===== src/rtl/rv32i_single_cycle_core.sv =====
// rtl/rv32i_single_cycle_core.sv - single-cycle RV32I integer core
module rv32i_single_cycle_core #(
    parameter logic [31:0] RESET_PC = 32'h0000_0000
) (
    input  logic        clk,
    input  logic        reset,
    input  logic [31:0] instruction,
    input  logic [31:0] read_data,
    output logic [31:0] pc,
    output logic [31:0] memory_address,
    output logic [31:0] data_to_write,
    output logic [2:0]  func3,
    output logic        write_data
);
    localparam logic [6:0] OP_LUI    = 7'h37;
    localparam logic [6:0] OP_AUIPC  = 7'h17;
    localparam logic [6:0] OP_JAL    = 7'h6f;
    localparam logic [6:0] OP_JALR   = 7'h67;
    localparam logic [6:0] OP_BRANCH = 7'h63;
    localparam logic [6:0] OP_LOAD   = 7'h03;
    localparam logic [6:0] OP_STORE  = 7'h23;
    localparam logic [6:0] OP_IMM    = 7'h13;
    localparam logic [6:0] OP_REG    = 7'h33;

    logic [31:0] pc_q, pc_d;
    logic [31:0] regs_q [32];
    logic [31:0] rs1_val, rs2_val, imm_i, imm_s, imm_b, imm_u, imm_j;
    logic [31:0] alu_res, rd_val, pc_plus4;
    logic [7:0]  ld_byte;
    logic [15:0] ld_half;
    logic        rd_we, taken;
    logic [6:0]  opcode;
    logic [4:0]  rd, rs1, rs2;

    function automatic logic [31:0] alu(input logic [31:0] a, input logic [31:0] b,
                                        input logic [2:0] f, input logic alt);
        case (f)
            3'b000:  alu = alt ? a - b : a + b;
            3'b001:  alu = a << b[4:0];
            3'b010:  alu = {31'b0, $signed(a) < $signed(b)};
            3'b011:  alu = {31'b0, a < b};
            3'b100:  alu = a ^ b;
            3'b101:  alu = alt ? 32'($signed(a) >>> b[4:0]) : a >> b[4:0];
            3'b110:  alu = a | b;
            default: alu = a & b;
        endcase
    endfunction

    assign opcode   = instruction[6:0];
    assign rd       = instruction[11:7];
    assign func3    = instruction[14:12];
    assign rs1      = instruction[19:15];
    assign rs2      = instruction[24:20];
    assign rs1_val  = (rs1 == 5'd0) ? 32'd0 : regs_q[rs1];
    assign rs2_val  = (rs2 == 5'd0) ? 32'd0 : regs_q[rs2];
    assign imm_i    = {{20{instruction[31]}}, instruction[31:20]};
    assign imm_s    = {{20{instruction[31]}}, instruction[31:25], instruction[11:7]};
    assign imm_b    = {{19{instruction[31]}}, instruction[31], instruction[7],
                       instruction[30:25], instruction[11:8], 1'b0};
    assign imm_u    = {instruction[31:12], 12'b0};
    assign imm_j    = {{11{instruction[31]}}, instruction[31], instruction[19:12],
                       instruction[20], instruction[30:21], 1'b0};
    assign pc_plus4 = pc_q + 32'd4;

    always_comb begin
        alu_res    = rs1_val + imm_i;
        rd_val     = '0;
        rd_we      = 1'b0;
        pc_d       = pc_plus4;
        write_data = 1'b0;
        taken      = 1'b0;
        ld_byte    = '0;
        ld_half    = '0;
        case (opcode)
            OP_REG: begin
                alu_res = alu(rs1_val, rs2_val, func3, instruction[30]);
                rd_val  = alu_res;
                rd_we   = 1'b1;
            end
            OP_IMM: begin
                // instruction[30] only selects SRAI; ADDI never subtracts
                alu_res = alu(rs1_val, imm_i, func3, (func3 == 3'b101) && instruction[30]);
                rd_val  = alu_res;
                rd_we   = 1'b1;
            end
            OP_LUI: begin
                alu_res = imm_u;
                rd_val  = alu_res;
                rd_we   = 1'b1;
            end
            OP_AUIPC: begin
                alu_res = pc_q + imm_u;
                rd_val  = alu_res;
                rd_we   = 1'b1;
            end
            OP_JAL: begin
                alu_res = pc_q + imm_j;
                pc_d    = alu_res;
                rd_val  = pc_plus4;
                rd_we   = 1'b1;
            end
            OP_JALR: begin
                if (func3 == 3'b000) begin
                    pc_d   = alu_res & ~32'd1;
                    rd_val = pc_plus4;
                    rd_we  = 1'b1;
                end
            end
            OP_BRANCH: begin
                alu_res = rs1_val - rs2_val;
                case (func3)
                    3'b000:  taken = rs1_val == rs2_val;
                    3'b001:  taken = rs1_val != rs2_val;
                    3'b100:  taken = $signed(rs1_val) <  $signed(rs2_val);
                    3'b101:  taken = $signed(rs1_val) >= $signed(rs2_val);
                    3'b110:  taken = rs1_val <  rs2_val;
                    3'b111:  taken = rs1_val >= rs2_val;
                    default: taken = 1'b0;
                endcase
                if (taken) pc_d = pc_q + imm_b;
            end
            OP_LOAD: begin
                case (alu_res[1:0])
                    2'd0:    ld_byte = read_data[7:0];
                    2'd1:    ld_byte = read_data[15:8];
                    2'd2:    ld_byte = read_data[23:16];
                    default: ld_byte = read_data[31:24];
                endcase
                ld_half = alu_res[1] ? read_data[31:16] : read_data[15:0];
                rd_we   = 1'b1;
                case (func3)
                    3'b000:  rd_val = {{24{ld_byte[7]}}, ld_byte};
                    3'b001:  rd_val = {{16{ld_half[15]}}, ld_half};
                    3'b010:  rd_val = read_data;
                    3'b100:  rd_val = {24'b0, ld_byte};
                    3'b101:  rd_val = {16'b0, ld_half};
                    default: rd_we  = 1'b0;
                endcase
            end
            OP_STORE: begin
                alu_res    = rs1_val + imm_s;
                write_data = !func3[2] && (func3[1:0] != 2'b11) && !reset;
            end
            default: ;
        endcase
    end

    assign memory_address = alu_res;
    assign data_to_write  = rs2_val;
    assign pc             = pc_q;

    always_ff @(posedge clk) begin
        if (reset) begin
            pc_q <= RESET_PC;
            for (int i = 0; i < 32; i++) regs_q[i] <= '0;
        end else begin
            pc_q <= pc_d;
            if (rd_we && (rd != 5'd0)) regs_q[rd] <= rd_val;
        end
    end
endmodule


===== config.mk =====
export PLATFORM = sky130hd
export DESIGN_NAME = rv32i_single_cycle_core
export DESIGN_NICKNAME = d
export VERILOG_FILES = /design/src/rtl/rv32i_single_cycle_core.sv
export SDC_FILE = /design/constraint.sdc
export NUM_CORES = 2
export LEC_CHECK = 0
export ABC_AREA = 1
export CAP_MARGIN = 20
export CELL_PAD_IN_SITES_DETAIL_PLACEMENT = 2
export CELL_PAD_IN_SITES_GLOBAL_PLACEMENT = 2
export CORE_MARGIN = 2
export CORE_UTILIZATION = 34
export DETAILED_ROUTE_END_ITERATION = 10
export DONT_BUFFER_PORTS = 1
export PLACE_DENSITY_LB_ADDON = 0.1
export SETUP_SLACK_MARGIN = 0.4
export SYNTH_ARGS = -nofsm -noshare
export SYNTH_HDL_FRONTEND = slang
export SYNTH_SLANG_ARGS = --single-unit

===== constraint.sdc =====
create_clock -name clk -period 5.8 [get_ports clk]
set_input_delay 0.58 -clock clk [delete_from_list [all_inputs] [get_ports clk]]
set_output_delay 0.58 -clock clk [all_outputs]
set_load 0.05 [all_outputs]

==> results list <==
- Across the whole layout, storage elements account for 0.0314 sq mm.
- Worst Max-Slew Pin Slew: 1.73 ns
* Share of synthesized area occupied by flip-flops and latches: 37.0%
* Share of the synthesized area in the top cell type: 36.3%
- By area, the combinational part of the netlist is dominated by simple AND/OR/NAND/NOR gates.
- Counting I/O delays and the setup requirement, the final critical path takes 6.88 ns.
* Vias in the first global route: 107059
* Violations in the final reports: slew limit, setup timing
- The tool flagged a number of max-cap violations equal to 0.
- The critical path starts at instruction[16].
- Maximum count of clock buffers along a single path: 3
- Crit path arrival time: 6.30 ns
- Pins over their slew limit: 202
- Hold violation count in the final report: 0
* Gate count after technology mapping: 12239
- Relative slew slack: -15.4%
* RSZ-0062 raised after global routing: true
- In this design, the critical path's most frequently occurring cell is sky130_fd_sc_hd__nand2_2.
- In the routed design, unresolved DRC markers number 0.
- Startpoint of the lowest-slack register-to-register path: regs_q[9][1]$_SDFFCE_PN0P_
- Filler Cells Inserted: 28450
- From bottom edge to top edge, the die measures 503 um.
- Worst Hold Launch: reset
- Of the total synthesized cell area, the portion taken by XOR and XNOR cells is 1.17%.
- Relative to the synthesized area, the layout overhead comes to 33.3%.
* Synth Area in Compound Gates: 18.4%
- Leading cell type by number of instances after synthesis: sky130_fd_sc_hd__nand2_1
- Vias per inst: 6.14
- TritonRoute pass-1 iters: 6
* Global-route usage over all layers: 45.0%
- Timing would allow up to 145 MHz.
- Post-CTS clock slew at the launch and capture registers of the worst setup and hold paths: 0.05 ns
- The floorplan step defined a die boundary enclosing 0.253 sq mm.
* Count of different cell masters after synthesis: 74
- Fraction of layout instances using a drive strength above 1: 23.0%
- Total number of vias: 104246
* Total core area: 0.248 sq mm
* Utilization of the core after routing: 45.5%
- Worst EP required: 5.22 ns
* Multiplexer share of the synthesized area: 0.106%
- In this run the count of I/O pins placed on the die edge is 166.
- Portion of the clock cycle consumed by the worst path in the final layout: 119%
- Cell Area, Synth: 0.0847 sq mm
- Standard cell area after detailed placement: 0.101 sq mm
- After Yosys synthesis, and, or, nand and nor cells account for 26.0% of the synthesized area.
- Synthesized-area fraction occupied by adder cells: 4.07%
- In this design, the stage delay of the slowest critical-path cell is 0.62 ns.
- Pin count of the biggest net entering global routing: 695
- After layout, the worst setup slack is -1.08 ns.
* Total Wirelength: 615000 um
* Global route total overflow: 0
* WL/cell: 36.2 um
- The initialized floorplan defines 183 standard-cell rows.
- Adding up every negative setup slack in the final design gives -64.45 ns.
- In this run the static leakage power is 0.0545 uW.
- CP Capture Type: output port
- IR analysis of the VDD net gives a maximum drop of 283 uV.
- The root buffer cell chosen for the clock tree is sky130_fd_sc_hd__clkbuf_16.
- CTS sink cnt: 1055
- After legalization and detailed placement, the total HPWL measured 405000 um.
* Count of antenna-violating nets left after detailed routing: 0
- Antenna violations before repair: 38
* Slowest cell on the critical path: sky130_fd_sc_hd__a21oi_1
* Post-route cell area: 0.113 sq mm
- The H-tree generated during clock tree synthesis spans 4 levels.
* Number of enable flip-flop cells after synthesis: 1024
* Clock tree from TritonCTS: built
* CP Class: in -> out
- Summing all multi-input logic gate instances after layout gives 0.0468 sq mm.
* Cell types with the highest counts after synthesis: sky130_fd_sc_hd__nand2_1, sky130_fd_sc_hd__inv_1, sky130_fd_sc_hd__o21ai_0
- Each instance of the synthesized netlist takes up on average 6.92 sq um.
* Number of synthesis warnings: 0
- Top_reg_cell synth: sky130_fd_sc_hd__edfxtp_1
* Biggest fanout along the worst timing path: 349
- FF+latch count, synth: 1055
- The first global-routing pass estimated 811000 um of wire.
- For the worst-skew pair, the clock arrives at the later sink with an insertion delay of 0.87 ns.
- On the final layout, the worst hold slack is 0.190 ns.
- Count of buffers inserted at the top-level ports: 0
* Initial core utilization: 34.1%
- The worst setup path is launched from an input port.
- The final layout contains 13855 nets.
* Hold/Removal Path Class: in -> reg
- Pre-CTS setup slack: -2.21 ns
* Result of the run: finished with violations
* Violation count after the first detailed-route iteration: 12242
- Async set-reset flop share out of synthesis: 0%
* Final GP Congestion: 1.06
* Total power per unit cell area: 266 mW/mm^2
- Clock tree synthesis inserted a total of 132 buffers.
- Final setup fails: 293
- By area the synthesized netlist is led by sky130_fd_sc_hd__edfxtp_1, sky130_fd_sc_hd__nand2_1, sky130_fd_sc_hd__inv_1.
- Biggest area consumer among synthesized cells: sky130_fd_sc_hd__edfxtp_1
- The floorplan step set the die width to 503 um.
* Clock skew after layout: 0.0877 ns
-- cells by family after synthesis --
| logic type | after synthesis |
|---|---|
| adders and majority gates | 271 |
| other | 1 |
| muxes | 9 |
| and+or+nand+nor | 5317 |
| buffers and inverters | 2691 |
| xor gates and xnor gates | 113 |
| DFF | 1055 |
| AOI/OAI and AO/OA | 2782 |
-- worst max-delay path, delay by kind of cell --
| family | cells | cell delay (ns) |
|---|---|---|
| xor+xnor | 1 | 0.16 |
| compound gates | 7 | 1.64 |
| buf+inv | 9 | 1.20 |
| simple gates | 11 | 1.72 |
| fa+ha+maj | 1 | 0.25 |
-- layer usage --
metal  up-vias  GRT usage (%)  part of all wire [%]
li1      42923              -                     -
met1     52942           53.3                    37
met2      6218           71.0                    44
met3      2139           8.48                   9.2
met4        24           37.3                    10
met5         -              0                 0.026
-- flip-flops by register name (all words and copies together), names as in the netlist --
name / flops
regs_q: 1024
pc: 31
-- per-stage QoR --
step                power (uW)  cells
global placement         18700  16457
floorplan                13400  12271
global route             30600  16952
CTS                      28600  16846
finish                   30000  16965
detailed placement       19100  16460
-- path summary, 6_finish.rpt --
| path | end | slack [ns] | cells past startpoint |
|---|---|---|---|
| hold reg to reg | pc[1]$_SDFFE_PP0P_ | 0.78 | 5 |
| setup reg to reg | regs_q[3][29]$_SDFFCE_PN0P_ | -0.03 | 35 |
| setup / recovery | memory_address[29] | -1.08 | 29 |
| hold / removal | pc[7]$_SDFF_PP0_ | 0.19 | 2 |
-- report_power, final --
| group | switching, uW | internal, uW | total (uW) | leakage (uW) |
|---|---|---|---|---|
| clock | 3960 | 4760 | 8730 | 0.00211 |
| sequential | 146 | 8590 | 8730 | 0.0109 |
| combinational | 7850 | 4680 | 12500 | 0.0415 |
| total | 12000 | 18000 | 30000 | 0.0545 |
-- layout by cell type (no fill, tap or decap), types with 36 or more instances in the layout --
master,n
sky130_fd_sc_hd__nand2_1,2838
sky130_fd_sc_hd__inv_1,1678
sky130_fd_sc_hd__buf_4,1567
sky130_fd_sc_hd__o21ai_0,1079
sky130_fd_sc_hd__edfxtp_1,1024
sky130_fd_sc_hd__nor2_1,879
sky130_fd_sc_hd__nand3_1,873
sky130_fd_sc_hd__a21oi_1,742
sky130_fd_sc_hd__o211ai_1,212
sky130_fd_sc_hd__ha_1,210
sky130_fd_sc_hd__buf_12,208
sky130_fd_sc_hd__o21ai_1,180
sky130_fd_sc_hd__nand2_2,154
sky130_fd_sc_hd__clkbuf_16,150
sky130_fd_sc_hd__inv_2,124
sky130_fd_sc_hd__buf_6,117
sky130_fd_sc_hd__nand4_1,104
sky130_fd_sc_hd__nand3_2,91
sky130_fd_sc_hd__nor2_4,83
sky130_fd_sc_hd__o22ai_1,78
sky130_fd_sc_hd__a21oi_2,75
sky130_fd_sc_hd__xor2_1,70
sky130_fd_sc_hd__o221ai_1,61
sky130_fd_sc_hd__nor3_1,58
sky130_fd_sc_hd__nor2_2,50
sky130_fd_sc_hd__a211oi_1,43
sky130_fd_sc_hd__ha_4,43
sky130_fd_sc_hd__nand2_4,42
sky130_fd_sc_hd__o21ai_2,42
sky130_fd_sc_hd__or2_2,38
sky130_fd_sc_hd__clkinv_1,36
-- what timing repair did --
action | in CTS | in global routing
gates resized for setup | 708 | 555
pin swaps | 211 | 275
cloned | 20 | 25
setup endpoints to repair | 1055 | 1055
hold endpoints to repair | 62 | 0
buffers inserted | 129 | 76
hold buffers | 1 | 0
-- cell type report --
cell class | instances | area share [%]
Sequential cell | 1055 | 27.8
Multi-Input combinational cell | 8525 | 41.5
Clock buffer | 156 | 3.02
Inverter | 1834 | 6.24
Tap cell | 3330 | 3.69
Timing Repair Buffer | 1970 | 16.9
Clock inverter | 80 | 0.845
Antenna cell | 15 | 0.0333
Power figures use the tool's default switching activity.
